## src/rtl/seg_scan_ctrl_pkg.sv

```systemverilog
// Shared constants, scan state type and hex-to-segment table for the
// seven-segment scan controller.
package seg_pkg;

  localparam logic [6:0] SEG_BLANK  = 7'h7F;
  localparam logic [3:0] ANODE_OFF  = 4'hF;
  localparam int         NUM_DIGITS = 4;

  typedef enum logic {
    ST_ON,
    ST_GAP
  } scan_state_e;

  // Active-low {g,f,e,d,c,b,a}, indexed by hex nibble value.
  localparam logic [6:0] HEX_SEG [16] = '{
    7'h40, 7'h79, 7'h24, 7'h30, 7'h19, 7'h12, 7'h02, 7'h78,
    7'h00, 7'h10, 7'h08, 7'h03, 7'h46, 7'h21, 7'h06, 7'h0E
  };

endpackage

```

## src/rtl/seg_scan_ctrl_hex_to_seg.sv

```systemverilog
// Combinational hex nibble to active-low seven-segment pattern.
module hex_to_seg
  import seg_pkg::*;
(
  input  logic [3:0] hex,
  output logic [6:0] seg
);

  assign seg = HEX_SEG[hex];

endmodule

```

## src/rtl/seg_scan_ctrl.sv

```systemverilog
// Four-digit common-anode scan controller: double-buffered value load,
// digit rotation with blank gap, registered pin drivers.
module seg_scan_ctrl
  import seg_pkg::*;
#(
  parameter int REFRESH_DIV = 100000,
  parameter int GAP_CYCLES  = 16,
  parameter int CNT_W       = 17
) (
  input  logic        clk,
  input  logic        rst_n,
  input  logic        enable,
  input  logic [15:0] value_in,
  input  logic [3:0]  dp_in,
  input  logic        load_valid,
  output logic        load_ready,
  input  logic        blank_lz,
  output logic [3:0]  anode,
  output logic [6:0]  seg,
  output logic        dp,
  output logic [1:0]  digit_sel,
  output logic        frame_done
);

  localparam logic [CNT_W-1:0] REF_LAST = CNT_W'(REFRESH_DIV - 1);
  localparam logic [CNT_W-1:0] GAP_LAST = CNT_W'((GAP_CYCLES > 0) ? GAP_CYCLES - 1 : 0);

  // load handshake: a transfer happens on any edge where load_valid && load_ready;
  // load_ready depends only on the registered pending flag.
  scan_state_e      state, state_n;
  logic [CNT_W-1:0] cnt, cnt_n;
  logic [1:0]       digit_n;
  logic             advance;

  logic [15:0] pend_val, act_val;
  logic [3:0]  pend_dp, act_dp;
  logic        pend_full;
  logic        xfer, swap;

  logic [3:0]            nibble;
  logic [6:0]            dec_seg;
  logic [NUM_DIGITS-1:0] lz_zero;
  logic                  lz_blank;

  always_ff @(posedge clk) begin
    if (!rst_n) begin
      state     <= ST_ON;
      cnt       <= '0;
      digit_sel <= '0;
    end else begin
      state     <= state_n;
      cnt       <= cnt_n;
      digit_sel <= digit_n;
    end
  end

  always_comb begin
    state_n = state;
    cnt_n   = cnt + 1'b1;
    digit_n = digit_sel;
    advance = 1'b0;
    if (!enable) begin
      state_n = ST_ON;
      cnt_n   = '0;
      digit_n = '0;
    end else begin
      case (state)
        ST_ON: begin
          if (cnt == REF_LAST) begin
            cnt_n = '0;
            if (GAP_CYCLES == 0) advance = 1'b1;
            else                 state_n = ST_GAP;
          end
        end
        ST_GAP: begin
          if (cnt == GAP_LAST) begin
            cnt_n   = '0;
            state_n = ST_ON;
            advance = 1'b1;
          end
        end
        default: begin
          state_n = ST_ON;
          cnt_n   = '0;
        end
      endcase
      if (advance) digit_n = digit_sel + 2'd1;
    end
  end

  assign frame_done = advance && (digit_sel == 2'd3);

  assign load_ready = !pend_full;
  assign xfer       = load_valid && load_ready;
  // Swapping only at frame end (or while dark) keeps a frame from mixing two values.
  assign swap       = pend_full && (frame_done || !enable);

  always_ff @(posedge clk) begin
    if (!rst_n) begin
      pend_val  <= '0;
      pend_dp   <= '0;
      pend_full <= 1'b0;
      act_val   <= '0;
      act_dp    <= '0;
    end else begin
      if (swap) begin
        act_val <= pend_val;
        act_dp  <= pend_dp;
      end
      if (xfer) begin
        pend_val <= value_in;
        pend_dp  <= dp_in;
      end
      if (xfer)      pend_full <= 1'b1;
      else if (swap) pend_full <= 1'b0;
    end
  end

  assign nibble = act_val[{digit_sel, 2'b00} +: 4];

  hex_to_seg u_dec (
    .hex (nibble),
    .seg (dec_seg)
  );

  // lz_zero[k]: nibbles 3..k of the active value are all zero.
  always_comb begin
    lz_zero[3] = (act_val[15:12] == 4'h0);
    lz_zero[2] = lz_zero[3] && (act_val[11:8] == 4'h0);
    lz_zero[1] = lz_zero[2] && (act_val[7:4] == 4'h0);
    lz_zero[0] = 1'b0;
  end

  assign lz_blank = blank_lz && lz_zero[digit_sel];

  always_ff @(posedge clk) begin
    if (!rst_n) begin
      anode <= ANODE_OFF;
      seg   <= SEG_BLANK;
      dp    <= 1'b1;
    end else if (!enable || state != ST_ON) begin
      anode <= ANODE_OFF;
      seg   <= SEG_BLANK;
      dp    <= 1'b1;
    end else begin
      anode <= ~(4'b0001 << digit_sel);
      seg   <= lz_blank ? SEG_BLANK : dec_seg;
      dp    <= ~act_dp[digit_sel];
    end
  end

endmodule
```

## config.mk

```make
export PLATFORM = sky130hd
export DESIGN_NAME = seg_scan_ctrl
export DESIGN_NICKNAME = d
export VERILOG_FILES = /design/src/rtl/seg_scan_ctrl_pkg.sv /design/src/rtl/seg_scan_ctrl_hex_to_seg.sv /design/src/rtl/seg_scan_ctrl.sv
export SDC_FILE = /design/constraint.sdc
export NUM_CORES = 1
export LEC_CHECK = 0
export ABC_AREA = 1
export BUFFER_PORTS_ARGS = -buffer_cell sky130_fd_sc_hd__buf_2
export CAP_MARGIN = 20
export CORE_MARGIN = 4
export CORE_UTILIZATION = 34
export CTS_BUF_LIST = sky130_fd_sc_hd__clkbuf_4 sky130_fd_sc_hd__clkbuf_8 sky130_fd_sc_hd__clkbuf_16
export DETAILED_ROUTE_END_ITERATION = 16
export GPL_TIMING_DRIVEN = 0
export SYNTH_ARGS = -nofsm -noshare
export SYNTH_HDL_FRONTEND = slang
export SYNTH_SLANG_ARGS = --single-unit
```

## constraint.sdc

```tcl
create_clock -name clk -period 2 [get_ports clk]
set_input_delay 0.1 -clock clk [delete_from_list [all_inputs] [get_ports clk]]
set_output_delay 0.1 -clock clk [all_outputs]
set_load 0.005 [all_outputs]
```

==> flow_summary.yaml <==
detailed_routing:
  vias: 2835
  highest_layer: "met4"
  routed_via_density: 4.48
  dr_wl_met2_um: 2940
  ant_nets: 0
  wire_per_inst_um: 10.8
  route.met3.wl_um: 344
  totalWireLength_um: 6830
  first_iter_violations: 120
  first_pass_iters: 4
  wirelength_met1_um: 3450
  drc_errors: 0
layout:
  final_cells: 633
  insertedDiodeCount: 0
  final_area_um2: 3890
  syn2layout_area_growth_pct: 18.1
  drive_gt1_share_pct: 16.7
  nets: 535
yosys:
  synthCells: 446
  yosysWarnings: 0
  synth-edff-count: 0
  ys_top_cells_by_count: "nand2_1 (79), dfxtp_1 (73), nor2_1 (60), inv_1 (45), a21oi_1 (44)"
  ys.flop_type: "dfxtp_1"
  synth.net_count: 482
  ys_seq_elements: 73
  synth_area_leaders: "dfxtp_1 (44%), nand2_1 (9.0%), nor2_1 (6.8%), a21oi_1 (6.7%), nand3_1 (6.4%)"
  synth_cell_type_count: 33
  yosysSeqAreaShare_pct: 44.4
  syn_area_um2: 3290
  synth_top_area_cell: "dfxtp_1"
  synth.most_common_cell: "nand2_1"
  synth_top_area_share_pct: 44.4
  ys_async_sr_fraction_pct: 0
  syn_avg_cell_area_um2: 7.39
timing:
  hold_viol: 0
  hold_slack_ns: 0.0296
  slew_violations: 0
  skew_ns: 0.0127
  layout_min_cycle_time_ns: 1.82
  timing.final.crit_share_pct: 91.0
  timing.final.ws_setup_ns: 0.180
  max-slew-margin-rel_pct: 69.4
  setup_viol: 0
  fmax_mhz: 550
  worst_slew_pin_slew_ns: 0.459
worst_setup_path:
  reg2regPathDepth: 11
  r2r_end: "seg[6]"
  crit_type: "register to register"
  arrival_ns: 2.04
  end_kind: "register"
  cp_max_fo: 10
  r2r_slack_ns: 0.18
  cp-start-kind: "register"
  required_ns: 2.22
  reg2reg_from: "digit_sel[0]"
grt:
  grt_overflow: 0
  grt_max_degree: 13
  first_global_vias: 2567
  grt_pass1_wl_um: 11600
  grtUsageTotal_pct: 12.5
  antenna_found_initial: 0
die:
  rows: 35
  io_pins: 41
  die_x_um: 106
  coreArea_um2: 9330
  die_area_um2: 11300
  start_util_pct: 35.3
  die-height_um: 106
min_path:
  min_to: "pend_val[15]"
  min_path_cells: 3
  hp-start: "value_in[15]"
  hp-class: "input port to register"
power:
  p_leak_nw: 1.67
  powerDensity_nw_per_um2: 778
  ir_drop_mv: 0.427
placed_design:
  pre_cts_ws_ns: -0.0547
  portBuffers: 40
  routabilityCongestion: 0.805
  place_hpwl_um: 5180
  placed_area_um2: 3660
  dp_cells: 615
clock_tree:
  clkLatencyLatePin_ns: 0.35
  htree_levels: 3
  clk_pin_slew_ns: 0.08
  clockBufferDepth: 2
  cts_tree: "built"
  cts_hold_buf: 0
  clock_sinks: 73
  cts_root_buffer: "clkbuf_8"
  cts_made_buffers: 9
job:
  maxCapViolations: 0
outcome:
  status: "completed"
==> flip-flops by register name, summed over array words and instances, names as in the netlist <==
signal     flops
cnt           17
state          1
pend_dp        4
dp             1
digit_sel      2
act_val       16
act_dp         4
pend_full      1
pend_val      16
anode          4
seg            7
==> metal layers <==
layer  up-vias  track usage (%)
li1       1552                -
met1      1218             16.8
met2        56             19.2
met3         9             3.58
met4         0             4.47
met5         -                0
==> cell families after synthesis <==
| logic type | count (synthesis) | synth area share [%] |
|---|---|---|
| AND/OR/NAND/NOR | 204 | 27.2 |
| AO/OA/AOI/OAI | 84 | 13.3 |
| flip-flops | 73 | 44.4 |
| buffers and inverters | 66 | 8.89 |
| adder cells (fa/ha/maj) | 11 | 4.18 |
| XOR/XNOR | 8 | 2.13 |
==> placed cells by master, fill, tap and decap left out, drive strengths merged, types with 2 or more instances in the layout <==
cell type   n
nand2      80
clkinvlp    2
dfxtp      73
clkinv      2
xor2        6
inv        46
nor2       66
o211ai      2
buf        53
ha         11
xnor2       2
nand3      44
nand4       6
nor3        4
a21oi      45
o21ai      33
clkbuf     20
==> power by group <==
part           switching, mW  total [mW]  internal [mW]
logic                  0.192       0.319          0.127
registers             0.0298        1.56           1.53
clock network          0.533        1.15          0.620
==> cell type report <==
cell class                      instances  area (um^2)
Timing Repair Buffer                   42          215
Sequential cell                        73         1460
Inverter                               46          173
Multi-Input combinational cell        307         1550
Tap cell                              129          161
Clock buffer                           11          145
Clock inverter                          5         55.1
Buffer                                 20          123
Fill cell                             995         5440
==> worst max-delay path, cell delays in order, from the launching register on <==
cell      delay, ns
dfxtp_2        0.35
buf_2          0.18
nor2_1         0.10
nor2_1         0.04
o21ai_0        0.07
a21boi_4       0.27
inv_1          0.12
ha_1           0.23
nand2_1        0.10
nand3_1        0.08
o21ai_1        0.08
nand2_1        0.07
==> how the worst max path moves through the flow <==
stage | cells after the start | slack [ns] | from | endpoint
finish | 11 | 0.18 | digit_sel[0] | seg[6]
global route | 11 | -0.001 | digit_sel[0] | seg[5]
CTS | 11 | 0.03 | digit_sel[0] | seg[0]
detailed placement | 11 | -0.05 | digit_sel[0] | seg[5]
global placement | 10 | -0.02 | digit_sel[1] | seg[5]
floorplan | 11 | 0.22 | digit_sel[0] | seg[5]
==> what timing repair did <==
action                     in CTS  in global routing
setup buffers                   0                  2
setup endpoints to repair       3                  5
resized for setup               1                  5
pin swaps                       0                  1
hold endpoints to repair        0                  0
==> stage by stage <==
stage               power (mW)  setup TNS [ns]  utilization, %
floorplan                 1.81               0               -
global placement          1.90         -0.0190            39.2
detailed placement        1.91          -0.111            39.2
CTS                       3.07               0            41.4
global route              3.19       -0.000965            41.7
finish                    3.03               0            41.7
(Power assumes the default switching activity.)
